## config.mk

```make
export PLATFORM = sky130hd
export DESIGN_NAME = cacheline_adaptor
export DESIGN_NICKNAME = d
export VERILOG_FILES = /design/src/rtl/cacheline_adaptor.sv
export SDC_FILE = /design/constraint.sdc
export NUM_CORES = 1
export LEC_CHECK = 0
export ABC_AREA = 1
export ABC_CLOCK_PERIOD_IN_PS = 20600
export CAP_MARGIN = 20
export CORE_AREA = 5 5 273 275
export DETAILED_ROUTE_END_ITERATION = 7
export DIE_AREA = 0 0 278 280
export MAX_ROUTING_LAYER = met4
export PLACE_DENSITY = 0.65
export SLEW_MARGIN = 25
export SYNTH_ARGS = -nofsm -noshare
export SYNTH_HDL_FRONTEND = slang
export SYNTH_SLANG_ARGS = --single-unit
```

## constraint.sdc

```tcl
create_clock -name clk -period 20.6 [get_ports clk]
set_input_delay 2.06 -clock clk [delete_from_list [all_inputs] [get_ports clk]]
set_output_delay 2.06 -clock clk [all_outputs]
set_load 0.01 [all_outputs]
```

## src/rtl/cacheline_adaptor.sv

```systemverilog
// Bridges a cache-line request to a four-beat memory burst.
// Read beats are assembled into line_o; writeback lines are streamed out on burst_o.
module cacheline_adaptor #(
   parameter int LINE_W  = 256,
   parameter int BURST_W = 64,
   parameter int BEATS   = LINE_W / BURST_W
) (
   input  logic               clk,
   input  logic               rst,
   input  logic [31:0]        address_i,
   input  logic               read_i,
   input  logic               write_i,
   input  logic [LINE_W-1:0]  line_i,
   output logic [LINE_W-1:0]  line_o,
   output logic               resp_o,
   output logic [31:0]        address_o,
   output logic               read_o,
   output logic               write_o,
   output logic [BURST_W-1:0] burst_o,
   input  logic [BURST_W-1:0] burst_i,
   input  logic               resp_i
);

   typedef enum logic [1:0] {IDLE, READ, WRITE, DONE} state_t;

   localparam logic [1:0] LAST = 2'(BEATS - 1);

   state_t              state;
   logic [1:0]          cnt;
   logic [31:0]         addr_q;
   logic [LINE_W-1:0]   wline_q;
   logic [LINE_W-1:0]   rline_q;

   // The write line and address are captured only at acceptance, so requester changes mid-burst are invisible.
   always_ff @(posedge clk or posedge rst) begin
      if (rst) begin
         state   <= IDLE;
         cnt     <= 2'd0;
         addr_q  <= 32'd0;
         wline_q <= '0;
         rline_q <= '0;
      end else begin
         case (state)
            IDLE: begin
               if (write_i) begin
                  wline_q <= line_i;
                  addr_q  <= address_i;
                  cnt     <= 2'd0;
                  state   <= WRITE;
               end else if (read_i) begin
                  addr_q  <= address_i;
                  cnt     <= 2'd0;
                  state   <= READ;
               end
            end
            READ: begin
               if (resp_i) begin
                  rline_q[int'(cnt)*BURST_W +: BURST_W] <= burst_i;
                  cnt <= cnt + 2'd1;
                  if (cnt == LAST) state <= DONE;
               end
            end
            WRITE: begin
               if (resp_i) begin
                  cnt <= cnt + 2'd1;
                  if (cnt == LAST) state <= DONE;
               end
            end
            DONE:    state <= IDLE;
            default: state <= IDLE;
         endcase
      end
   end

   assign read_o    = (state == READ);
   assign write_o   = (state == WRITE);
   assign resp_o    = (state == DONE);
   assign address_o = {addr_q[31:5], 5'b0};
   assign line_o    = rline_q;
   assign burst_o   = (state == WRITE) ? wline_q[int'(cnt)*BURST_W +: BURST_W] : '0;

endmodule

```

==> results of run 1 <==
## cell usage after synthesis (4+ instances only)
cell / number / area share [%]
sky130_fd_sc_hd__inv_1: 335 / 5.3
sky130_fd_sc_hd__ha_1: 13 / 0.68
sky130_fd_sc_hd__o21ai_0: 124 / 2.6
sky130_fd_sc_hd__nand3_1: 260 / 5.4
sky130_fd_sc_hd__nand2_1: 752 / 12
sky130_fd_sc_hd__buf_4: 22 / 0.69
sky130_fd_sc_hd__a21oi_1: 320 / 6.7
sky130_fd_sc_hd__buf_2: 77 / 1.6
sky130_fd_sc_hd__clkbuf_1: 51 / 0.80
sky130_fd_sc_hd__dfrtp_1: 543 / 57
sky130_fd_sc_hd__nor2_1: 300 / 4.7
sky130_fd_sc_hd__nand2_2: 4 / 0.10
sky130_fd_sc_hd__inv_2: 5 / 0.078
sky130_fd_sc_hd__o21ai_1: 32 / 0.67
sky130_fd_sc_hd__buf_6: 37 / 1.7
## stage by stage
| step | instance area, um^2 | worst slack, ns |
|---|---|---|
| floorplan | 23900 | 3.36 |
| global placement | 31300 | 13.71 |
| detailed placement | 31300 | 13.69 |
| CTS | 33300 | 14.24 |
| global route | 33400 | 14.04 |
| finish | 33400 | 14.23 |
## routing by layer
layer  wire length, um  part of all wire, %  track usage (%)  vias to the layer above
met5                 0                    0                -                        -
met4              2650                  3.0             6.48                        0
met3              8540                  9.7             7.78                      127
met2             41100                   47             35.3                      752
met1             35700                   41             27.2                    10100
li1                  -                    -                -                    10300
## final timing paths
| kind | from | end | slack (ns) |
|---|---|---|---|
| worst max-delay path | cnt[0] | burst_o[10] | 14.23 |
| worst min-delay path | line_o[17] | line_o[17] | 0.48 |
| worst max register to register | cnt[0] | line_o[14] | 16.57 |
| worst min register to register | line_o[17] | line_o[17] | 0.48 |
| max in group asynchronous | rst | wline_q[198] | 16.04 |
| min in group asynchronous | rst | addr_q[16] | 1.95 |
## worst register-to-register path: cells and delay by family (launching register included)
family        cells  cell delay [ns]
flops             1             0.82
buf+inv           5             2.38
fa+ha+maj         1             0.35
simple gates      3             0.37
## state kept, by name, summed over array words and instances (netlist names)
| name | count |
|---|---|
| addr_q | 27 |
| cnt | 2 |
| line_o | 256 |
| state | 2 |
| wline_q | 256 |
## cell type report
type                       count  area (um^2)  area share, %
sequential                   543        13600           40.7
multi-input combinational   1818         7960           23.8
inverter                     341         1290           3.86
clock buffer                  92         1800           5.39
clock inverter                20          200          0.599
timing repair buffer         732         7320           21.9
tap                          959         1200           3.59
antenna                       25         62.6          0.187
## cell families after synthesis
| family | after synthesis | synth area share [%] |
|---|---|---|
| AND/OR/NAND/NOR | 1323 | 22.3 |
| flip-flops | 543 | 56.8 |
| buffers and inverters | 529 | 10.2 |
| AO/OA/AOI/OAI | 477 | 9.99 |
| adder cells (fa/ha/maj) | 13 | 0.680 |
| other | 1 | 0.0157 |
## power breakdown
| group | switching (W) | internal, W |
|---|---|---|
| sequential | 0.000158 | 0.00142 |
| clock | 0.000448 | 0.000638 |
| combinational | 0.00104 | 0.000702 |
==> flow_results.xml, run 1 <==
<?xml version="1.0" encoding="UTF-8"?>
<metrics>
  <group name="synth">
    <metric name="synth_warnings" unit="">0</metric>
    <metric name="synth_seq_area_share" unit="%">56.8</metric>
    <metric name="netlist-cell-type-count" unit="">23</metric>
    <metric name="ys_async_sr_fraction" unit="%">100</metric>
    <metric name="syn-cell-area" unit="um^2">23900</metric>
    <metric name="number_of_flops_mapped_to_enable_cells_by_yosys" unit="">0</metric>
    <metric name="syn_avg_cell_area" unit="um^2">8.29</metric>
    <metric name="ys_seq_elements" unit="">543</metric>
    <metric name="syn-instance-count" unit="">2886</metric>
    <metric name="synth-main-ff-cell" unit="">sky130_fd_sc_hd__dfrtp_1</metric>
  </group>
  <group name="sta">
    <metric name="grt_setup_unrepaired" unit="">no</metric>
    <metric name="fin_skew" unit="ns">0.0147</metric>
    <metric name="min_period_over_period" unit="%">30.9</metric>
    <metric name="worst_hold_slack" unit="ns">0.477</metric>
    <metric name="finalSetupTns" unit="ns">0</metric>
    <metric name="max-slew-margin-rel" unit="%">32.2</metric>
    <metric name="tightest_slew" unit="ns">1.02</metric>
    <metric name="final_max_slew_viol_count" unit="">0</metric>
    <metric name="fmaxAchievable" unit="GHz">0.157</metric>
    <metric name="number_of_endpoints_with_negative_hold_slack_in_the_final_report" unit="">0</metric>
    <metric name="finalSetupViolCount" unit="">0</metric>
    <metric name="final_period_minus_worst_setup_slack" unit="ns">6.37</metric>
  </group>
  <group name="global_route">
    <metric name="global_route_wire_length_before_repair" unit="um">131000</metric>
    <metric name="grt_overflow_total" unit="">0</metric>
    <metric name="grt_max_degree" unit="">180</metric>
    <metric name="grtUsageTotal" unit="%">22.3</metric>
    <metric name="grt_antenna_before_repair" unit="">22</metric>
    <metric name="grt_pass1_vias" unit="">20500</metric>
  </group>
  <group name="pwr">
    <metric name="powerDensity" unit="nW/um^2">132</metric>
    <metric name="worst_ir_drop_vdd" unit="mV">0.0832</metric>
    <metric name="p_leak" unit="nW">16.1</metric>
    <metric name="total_power_consumption" unit="W">0.00441</metric>
  </group>
  <group name="worst_setup_path">
    <metric name="critical_path.startpoint_type" unit="">flop</metric>
    <metric name="list_of_cells_traversed_by_the_critical_path" unit="">inv_4 -&gt; buf_4 -&gt; nand2_1 -&gt; nand3_1 -&gt; a21oi_1 -&gt; clkdlybuf4s50_1</metric>
    <metric name="crit_family" unit="">buffers and inverters</metric>
    <metric name="critPathArrivalTime" unit="ns">4.31</metric>
    <metric name="setup.worst_path.class" unit="">flop to output port</metric>
    <metric name="setup.worst_path.end_class" unit="">output port</metric>
    <metric name="critPathMaxStageDelay" unit="ns">1.07</metric>
    <metric name="reg2reg_depth" unit="">9</metric>
    <metric name="required" unit="ns">18.54</metric>
    <metric name="worstSetupPathDepth" unit="">6</metric>
    <metric name="cp_max_fo" unit="">76</metric>
    <metric name="critical_path.slowest_cell" unit="">sky130_fd_sc_hd__dfrtp_4</metric>
    <metric name="worstPathBufferInverterCount" unit="">3</metric>
  </group>
  <group name="place">
    <metric name="gp_congestion" unit="">0.894</metric>
    <metric name="io_buffers" unit="">701</metric>
    <metric name="place_inst" unit="">4390</metric>
    <metric name="hpwl" unit="um">60300</metric>
  </group>
  <group name="clock_tree">
    <metric name="clock-root-buffer" unit="">sky130_fd_sc_hd__clkbuf_16</metric>
    <metric name="htree_levels" unit="">2</metric>
    <metric name="clkTransAtPathRegs" unit="ns">0.06</metric>
    <metric name="cts_inserted_buffers" unit="">60</metric>
    <metric name="postCtsSetupBuffers" unit="">0</metric>
    <metric name="post_cts_resize_count" unit="">0</metric>
    <metric name="cts.sinks" unit="">543</metric>
    <metric name="cts_hold_buffers" unit="">0</metric>
    <metric name="worstSkewPairLatency" unit="ns">0.61</metric>
    <metric name="cts_tree" unit="">built</metric>
    <metric name="clock_path_buffers" unit="">3</metric>
  </group>
  <group name="floorplanning">
    <metric name="number_of_standard_cell_rows_in_the_floorplan" unit="">99</metric>
    <metric name="fp.dieW" unit="um">278</metric>
    <metric name="ios" unit="">712</metric>
    <metric name="initial_core_util" unit="%">33.2</metric>
    <metric name="fp.coreArea" unit="um^2">72100</metric>
    <metric name="die_area" unit="um^2">77800</metric>
    <metric name="floorplan.die.height" unit="um">280</metric>
  </group>
  <group name="routing">
    <metric name="detailedRoute.firstPassIterationCount" unit="">5</metric>
    <metric name="vias" unit="">21300</metric>
    <metric name="drcViolationCount" unit="">0</metric>
    <metric name="routed_wire_length_per_instance" unit="um">19.4</metric>
    <metric name="postRouteAntennaNets" unit="">0</metric>
    <metric name="detail_route.iter0.violations" unit="">1657</metric>
    <metric name="post_drt_via_cell_ratio" unit="">4.70</metric>
    <metric name="finalWirelength" unit="um">88000</metric>
  </group>
  <group name="cells_and_area">
    <metric name="layout_common_cells" unit="">sky130_fd_sc_hd__nand2_1 (751), sky130_fd_sc_hd__clkdlybuf4s50_1 (701), sky130_fd_sc_hd__dfrtp_1 (541)</metric>
    <metric name="layout.nets" unit="">3866</metric>
    <metric name="stdcell_count" unit="">4530</metric>
    <metric name="final_common_cell" unit="">sky130_fd_sc_hd__nand2_1</metric>
    <metric name="area_delta_synth_final" unit="%">39.7</metric>
    <metric name="final_core_util" unit="%">46.4</metric>
    <metric name="drive_gt1_share" unit="%">4.31</metric>
    <metric name="nFillCells" unit="">7013</metric>
  </group>
  <group name="run_status">
    <metric name="outcome" unit="">completed</metric>
  </group>
  <group name="worst_hold_path">
    <metric name="timing.hold.worst.class" unit="">flop to flop</metric>
    <metric name="hold-path-cell-count" unit="">2</metric>
  </group>
  <group name="run">
    <metric name="drv.max_cap_violation_count" unit="">0</metric>
  </group>
</metrics>
Note: power is estimated with default switching activity, not from simulation.
==> run 2: changes to the inputs <==
--- a/config.mk
+++ b/config.mk
@@ -6,7 +6,7 @@
 export NUM_CORES = 1
 export LEC_CHECK = 0
 export ABC_AREA = 1
-export ABC_CLOCK_PERIOD_IN_PS = 20600
+export ABC_CLOCK_PERIOD_IN_PS = 6600
 export CAP_MARGIN = 20
 export CORE_AREA = 5 5 273 275
 export DETAILED_ROUTE_END_ITERATION = 7
==> constraint.sdc (replaced) <==
create_clock -name clk -period 6.6 [get_ports clk]
set_input_delay 0.66 -clock clk [delete_from_list [all_inputs] [get_ports clk]]
set_output_delay 0.66 -clock clk [all_outputs]
set_load 0.01 [all_outputs]
==> run 2 against run 1 <==
Compared with the run above: sequential share of layout area hardly changed; total power grew to 3.1 times the previous value; register-to-register slack worse by 14 ns; clock skew is 0.0086 ns higher; first-iteration DRC count is 8.5% lower; routed wire length is 0.51% higher; largest power group unchanged; hold slack worse by 0.029 ns; die area stayed put; combinational power grew to 3.1 times the previous value; sequential cell count stayed put; clock power grew to 3.2 times the previous value; count of clock-buffer cells in the layout is 6 lower.
==> flow_results.xml, run 2 (synthesis gave the netlist of run 1 again) <==
<?xml version="1.0" encoding="UTF-8"?>
<metrics>
  <group name="run_status">
    <metric name="outcome" unit="">completed</metric>
  </group>
  <group name="routing">
    <metric name="vias" unit="">21400</metric>
    <metric name="drcViolationCount" unit="">0</metric>
    <metric name="routed_wire_length_per_instance" unit="um">19.6</metric>
    <metric name="postRouteAntennaNets" unit="">0</metric>
    <metric name="finalWirelength" unit="um">88500</metric>
    <metric name="post_drt_via_cell_ratio" unit="">4.74</metric>
    <metric name="detailedRoute.firstPassIterationCount" unit="">5</metric>
    <metric name="detail_route.iter0.violations" unit="">1516</metric>
  </group>
  <group name="cells_and_area">
    <metric name="layout.nets" unit="">3863</metric>
    <metric name="drive_gt1_share" unit="%">4.10</metric>
    <metric name="final_core_util" unit="%">46.4</metric>
    <metric name="design_area" unit="um^2">33500</metric>
    <metric name="final_common_cell" unit="">sky130_fd_sc_hd__nand2_1</metric>
    <metric name="layout_common_cells" unit="">sky130_fd_sc_hd__nand2_1 (751), sky130_fd_sc_hd__clkdlybuf4s50_1 (701), sky130_fd_sc_hd__dfrtp_1 (541)</metric>
    <metric name="area_delta_synth_final" unit="%">39.8</metric>
    <metric name="nFillCells" unit="">7040</metric>
  </group>
  <group name="clock_tree">
    <metric name="worstSkewPairLatency" unit="ns">0.62</metric>
    <metric name="cts_tree" unit="">built</metric>
    <metric name="cts_inserted_buffers" unit="">60</metric>
    <metric name="clkTransAtPathRegs" unit="ns">0.06</metric>
    <metric name="post_cts_resize_count" unit="">0</metric>
    <metric name="cts_hold_buffers" unit="">0</metric>
    <metric name="htree_levels" unit="">2</metric>
    <metric name="postCtsSetupBuffers" unit="">0</metric>
    <metric name="clock-root-buffer" unit="">sky130_fd_sc_hd__clkbuf_16</metric>
    <metric name="cts.sinks" unit="">543</metric>
    <metric name="clock_path_buffers" unit="">3</metric>
  </group>
  <group name="worst_setup_path">
    <metric name="required" unit="ns">5.94</metric>
    <metric name="cp_max_fo" unit="">64</metric>
    <metric name="critical_path.startpoint_type" unit="">flop</metric>
    <metric name="crit_family" unit="">buffers and inverters</metric>
    <metric name="list_of_cells_traversed_by_the_critical_path" unit="">buf_4 -&gt; inv_2 -&gt; buf_4 -&gt; nand3_1 -&gt; a21oi_1 -&gt; clkdlybuf4s50_1</metric>
    <metric name="critPathArrivalTime" unit="ns">3.51</metric>
    <metric name="setup.worst_path.class" unit="">flop to output port</metric>
    <metric name="crit_path_frequent_cell" unit="">sky130_fd_sc_hd__buf_4</metric>
    <metric name="worstPathBufferInverterCount" unit="">4</metric>
    <metric name="critPathMaxStageDelay" unit="ns">0.70</metric>
    <metric name="critical_path.slowest_cell" unit="">sky130_fd_sc_hd__buf_4</metric>
    <metric name="setup.worst_path.end_class" unit="">output port</metric>
  </group>
  <group name="sta">
    <metric name="number_of_endpoints_with_negative_hold_slack_in_the_final_report" unit="">0</metric>
    <metric name="fin_skew" unit="ns">0.0233</metric>
    <metric name="final_max_slew_viol_count" unit="">0</metric>
    <metric name="min_period_over_period" unit="%">63.2</metric>
    <metric name="grt_setup_unrepaired" unit="">no</metric>
    <metric name="fmaxAchievable" unit="GHz">0.240</metric>
    <metric name="final_period_minus_worst_setup_slack" unit="ns">4.17</metric>
    <metric name="tightest_slew" unit="ns">1.05</metric>
    <metric name="finalSetupViolCount" unit="">0</metric>
    <metric name="finalSetupTns" unit="ns">0</metric>
    <metric name="max-slew-margin-rel" unit="%">30.1</metric>
  </group>
  <group name="pwr">
    <metric name="powerDensity" unit="nW/um^2">415</metric>
    <metric name="p_leak" unit="nW">16.1</metric>
    <metric name="worst_ir_drop_vdd" unit="mV">0.246</metric>
  </group>
  <group name="place">
    <metric name="hpwl" unit="um">60300</metric>
    <metric name="gp_congestion" unit="">0.892</metric>
    <metric name="io_buffers" unit="">701</metric>
    <metric name="place_area" unit="um^2">31300</metric>
  </group>
  <group name="floorplanning">
    <metric name="fp.coreArea" unit="um^2">72100</metric>
    <metric name="initial_core_util" unit="%">33.2</metric>
    <metric name="floorplan.die.height" unit="um">280</metric>
    <metric name="die_area" unit="um^2">77800</metric>
    <metric name="number_of_standard_cell_rows_in_the_floorplan" unit="">99</metric>
    <metric name="ios" unit="">712</metric>
    <metric name="fp.dieW" unit="um">278</metric>
  </group>
  <group name="global_route">
    <metric name="grt_antenna_before_repair" unit="">25</metric>
    <metric name="grt_max_degree" unit="">204</metric>
    <metric name="global_route_wire_length_before_repair" unit="um">132000</metric>
    <metric name="grt_overflow_total" unit="">0</metric>
    <metric name="grtUsageTotal" unit="%">22.4</metric>
    <metric name="grt_pass1_vias" unit="">20900</metric>
  </group>
  <group name="run">
    <metric name="drv.max_cap_violation_count" unit="">0</metric>
  </group>
  <group name="worst_hold_path">
    <metric name="timing.hold.worst.class" unit="">primary input to async pin</metric>
  </group>
</metrics>
run 2: final timing paths:
kind | startpoint | end | slack [ns] | cells after the start
setup / recovery | cnt[1] | burst_o[36] | 2.43 | 6
hold / removal | rst | line_o[12] | 0.45 | 2
setup reg to reg | cnt[0] | line_o[156] | 2.95 | 10
hold reg to reg | line_o[50] | line_o[50] | 0.48 | 2
max in group asynchronous | rst | wline_q[10] | 4.51 | 4
min in group clk | line_o[50] | line_o[50] | 0.48 | 2
run 2: routing by layer:
layer	wire length (um)	up-vias	track usage, %
met5	0	-	-
li1	-	10200	-
met1	35500	10200	27.1
met3	9180	153	8.40
met4	3540	0	8.24
met2	40200	822	34.3
run 2: layout make-up:
class / count / area [um^2] / share of cell area [%]
sequential: 543 / 13600 / 40.6
multi-input combinational: 1818 / 7960 / 23.8
timing repair buffer: 729 / 7330 / 21.9
clock buffer: 86 / 1710 / 5.11
inverter: 341 / 1290 / 3.85
tap: 959 / 1200 / 3.59
clock inverter: 22 / 314 / 0.939
antenna: 25 / 62.6 / 0.187
run 2: power breakdown:
group,switching (W),internal [W]
logic,0.00327,0.00220
registers,0.000482,0.00445
clock network,0.00142,0.00207
total,0.00517,0.00872
run 2: stage by stage:
step | instances | worst slack (ns) | hold WS [ns] | total power [W]
after floorplan | 2890 | -1.45 | 0.481 | 0.00811
final | 4523 | 2.43 | 0.448 | 0.0139
after CTS | 4497 | 2.30 | 0.423 | 0.0140
after detailed placement | 4389 | 2.86 | 0.465 | 0.0105
after global routing | 4523 | 2.28 | 0.469 | 0.0148
after global placement | 4388 | 2.86 | 0.463 | 0.0104
==> run 3: changes to the inputs <==
--- a/config.mk
+++ b/config.mk
@@ -6,7 +6,7 @@
 export NUM_CORES = 1
 export LEC_CHECK = 0
 export ABC_AREA = 1
-export ABC_CLOCK_PERIOD_IN_PS = 6600
+export ABC_CLOCK_PERIOD_IN_PS = 3900
 export CAP_MARGIN = 20
 export CORE_AREA = 5 5 273 275
 export DETAILED_ROUTE_END_ITERATION = 7
==> constraint.sdc (replaced) <==
create_clock -name clk -period 3.9 [get_ports clk]
set_input_delay 0.39 -clock clk [delete_from_list [all_inputs] [get_ports clk]]
set_output_delay 0.39 -clock clk [all_outputs]
set_load 0.01 [all_outputs]
==> run 3 against run 2 <==
Compared with the run above: clock power grew 68%; critical path depth shrank 2; combinational power grew 73%; setup slack lost 1.9 ns; critical path type unchanged; largest cell class unchanged; largest power group unchanged.
==> flow_results.xml, run 3 (synthesis gave the netlist of run 1 again) <==
<?xml version="1.0" encoding="UTF-8"?>
<metrics>
  <group name="sta">
    <metric name="finalSetupViolCount" unit="">0</metric>
    <metric name="max-slew-margin-rel" unit="%">30.7</metric>
    <metric name="number_of_endpoints_with_negative_hold_slack_in_the_final_report" unit="">0</metric>
    <metric name="fin_skew" unit="ns">0.0102</metric>
    <metric name="fmaxAchievable" unit="GHz">0.296</metric>
    <metric name="final_period_minus_worst_setup_slack" unit="ns">3.38</metric>
    <metric name="final_max_slew_viol_count" unit="">0</metric>
    <metric name="tightest_slew" unit="ns">1.04</metric>
    <metric name="grt_setup_unrepaired" unit="">no</metric>
    <metric name="min_period_over_period" unit="%">86.7</metric>
  </group>
  <group name="worst_setup_path">
    <metric name="worst_r2r_endpoint" unit="">line_o[181]</metric>
    <metric name="worst_flop_to_flop_path_startpoint" unit="">cnt[1]</metric>
    <metric name="required" unit="ns">3.51</metric>
    <metric name="setup.worst_path.class" unit="">flop to output port</metric>
    <metric name="cp_max_fo" unit="">68</metric>
    <metric name="reg2reg_depth" unit="">9</metric>
    <metric name="setup.worst_path.end_class" unit="">output port</metric>
    <metric name="r2r_setup_slack" unit="ns">1.13</metric>
    <metric name="critPathArrivalTime" unit="ns">2.99</metric>
    <metric name="critical_path.startpoint_type" unit="">flop</metric>
  </group>
  <group name="pwr">
    <metric name="p_int" unit="W">0.0148</metric>
    <metric name="p_sw_share" unit="%">37.3</metric>
    <metric name="power_frac_comb" unit="%">40.2</metric>
    <metric name="power_frac_seq" unit="%">35.0</metric>
    <metric name="power_frac_clock" unit="%">24.8</metric>
    <metric name="total_power_consumption" unit="W">0.0235</metric>
    <metric name="p_leak" unit="nW">16.2</metric>
    <metric name="p_sw" unit="W">0.00877</metric>
    <metric name="powerDensity" unit="nW/um^2">700</metric>
    <metric name="worst_ir_drop_vdd" unit="mV">0.464</metric>
  </group>
  <group name="clock_tree">
    <metric name="cts_inserted_buffers" unit="">59</metric>
    <metric name="post_cts_resize_count" unit="">0</metric>
    <metric name="htree_levels" unit="">2</metric>
    <metric name="clock_path_buffers" unit="">3</metric>
    <metric name="cts_hold_buffers" unit="">0</metric>
    <metric name="postCtsSetupBuffers" unit="">0</metric>
    <metric name="cts_tree" unit="">built</metric>
    <metric name="clock-root-buffer" unit="">sky130_fd_sc_hd__clkbuf_16</metric>
    <metric name="clkTransAtPathRegs" unit="ns">0.06</metric>
    <metric name="worstSkewPairLatency" unit="ns">0.61</metric>
    <metric name="cts.sinks" unit="">543</metric>
  </group>
  <group name="worst_hold_path">
    <metric name="timing.hold.worst.class" unit="">primary input to async pin</metric>
  </group>
  <group name="cells_and_area">
    <metric name="final_common_cell" unit="">sky130_fd_sc_hd__nand2_1</metric>
    <metric name="layout.nets" unit="">3879</metric>
    <metric name="nFillCells" unit="">7039</metric>
    <metric name="final_core_util" unit="%">46.6</metric>
    <metric name="drive_gt1_share" unit="%">4.61</metric>
    <metric name="layout_common_cells" unit="">sky130_fd_sc_hd__nand2_1 (751), sky130_fd_sc_hd__clkdlybuf4s50_1 (701), sky130_fd_sc_hd__dfrtp_1 (541)</metric>
    <metric name="area_delta_synth_final" unit="%">40.5</metric>
  </group>
  <group name="floorplanning">
    <metric name="fp.dieW" unit="um">278</metric>
    <metric name="fp.coreArea" unit="um^2">72100</metric>
    <metric name="ios" unit="">712</metric>
    <metric name="die_area" unit="um^2">77800</metric>
    <metric name="floorplan.die.height" unit="um">280</metric>
    <metric name="number_of_standard_cell_rows_in_the_floorplan" unit="">99</metric>
    <metric name="initial_core_util" unit="%">33.2</metric>
  </group>
  <group name="routing">
    <metric name="post_drt_via_cell_ratio" unit="">4.74</metric>
    <metric name="finalWirelength" unit="um">88100</metric>
    <metric name="detail_route.iter0.violations" unit="">1618</metric>
    <metric name="vias" unit="">21500</metric>
    <metric name="routed_wire_length_per_instance" unit="um">19.4</metric>
    <metric name="drcViolationCount" unit="">0</metric>
    <metric name="detailedRoute.firstPassIterationCount" unit="">5</metric>
    <metric name="postRouteAntennaNets" unit="">0</metric>
  </group>
  <group name="global_route">
    <metric name="global_route_wire_length_before_repair" unit="um">132000</metric>
    <metric name="grtUsageTotal" unit="%">22.3</metric>
    <metric name="grt_pass1_vias" unit="">20900</metric>
    <metric name="grt_antenna_before_repair" unit="">15</metric>
    <metric name="grt_overflow_total" unit="">0</metric>
    <metric name="grt_max_degree" unit="">142</metric>
  </group>
  <group name="place">
    <metric name="hpwl" unit="um">62300</metric>
    <metric name="io_buffers" unit="">701</metric>
    <metric name="gp_congestion" unit="">0.924</metric>
  </group>
  <group name="run_status">
    <metric name="outcome" unit="">completed</metric>
  </group>
  <group name="run">
    <metric name="drv.max_cap_violation_count" unit="">0</metric>
  </group>
</metrics>
## run 3: metal layers
metal | routed length [um] | up-vias | global-route usage [%]
met5 | 0 | - | -
met4 | 2020 | 0 | 4.92
met3 | 7460 | 105 | 6.23
met2 | 41800 | 806 | 35.5
met1 | 36800 | 10300 | 28.7
li1 | - | 10300 | -
## run 3: power by group through the flow
stage          registers (W)  clock network, W  logic, W
3_5_place_dp         0.00833                 0   0.00952
3_3_place_gp         0.00827                 0   0.00940
5_1_grt              0.00843           0.00619    0.0104
2_1_floorplan        0.00854                 0   0.00519
6_report             0.00824           0.00583   0.00946
4_1_cts              0.00823           0.00596   0.00957
## run 3: worst max-delay path: stages (launching register included)
cell and delay (ns):
sky130_fd_sc_hd__dfrtp_2 0.36, sky130_fd_sc_hd__buf_4 0.76, sky130_fd_sc_hd__nand3_1 0.34, sky130_fd_sc_hd__a21oi_1 0.26, sky130_fd_sc_hd__clkdlybuf4s50_1 0.60
## run 3: area by class of cell
type | instances | area, um^2 | area share [%]
repair buffers | 746 | 7520 | 22.4
clock buffers | 84 | 1690 | 5.03
clock inverters | 24 | 329 | 0.979
flip-flops and latches | 543 | 13600 | 40.4
diodes | 17 | 42.5 | 0.127
well taps | 959 | 1200 | 3.57
multi-input cells | 1818 | 7960 | 23.7
inverters | 341 | 1290 | 3.83
## run 3: through the flow
step                      cell area, um^2  worst slack (ns)  hold WS, ns  cells  TNS (ns)
after floorplan                     23900             -3.88        0.481   2890  -2104.63
after global placement              31600              1.10        0.461   4407         0
after detailed placement            31600              1.09        0.464   4407         0
after CTS                           33600             0.425        0.131   4515         0
after global routing                33600             0.339        0.143   4530         0
final                               33600             0.517        0.158   4532         0
## run 3: worst max-delay path by stage
stage | startpoint | to | slack, ns | cells after the start
after floorplan | rst | addr_q[10] | -3.88 | 1
after global placement | cnt[1] | line_o[163] | 1.10 | 9
after detailed placement | cnt[1] | line_o[181] | 1.09 | 9
after CTS | cnt[0] | burst_o[61] | 0.43 | 6
after global routing | cnt[0] | burst_o[61] | 0.34 | 6
final | cnt[1] | burst_o[34] | 0.52 | 4
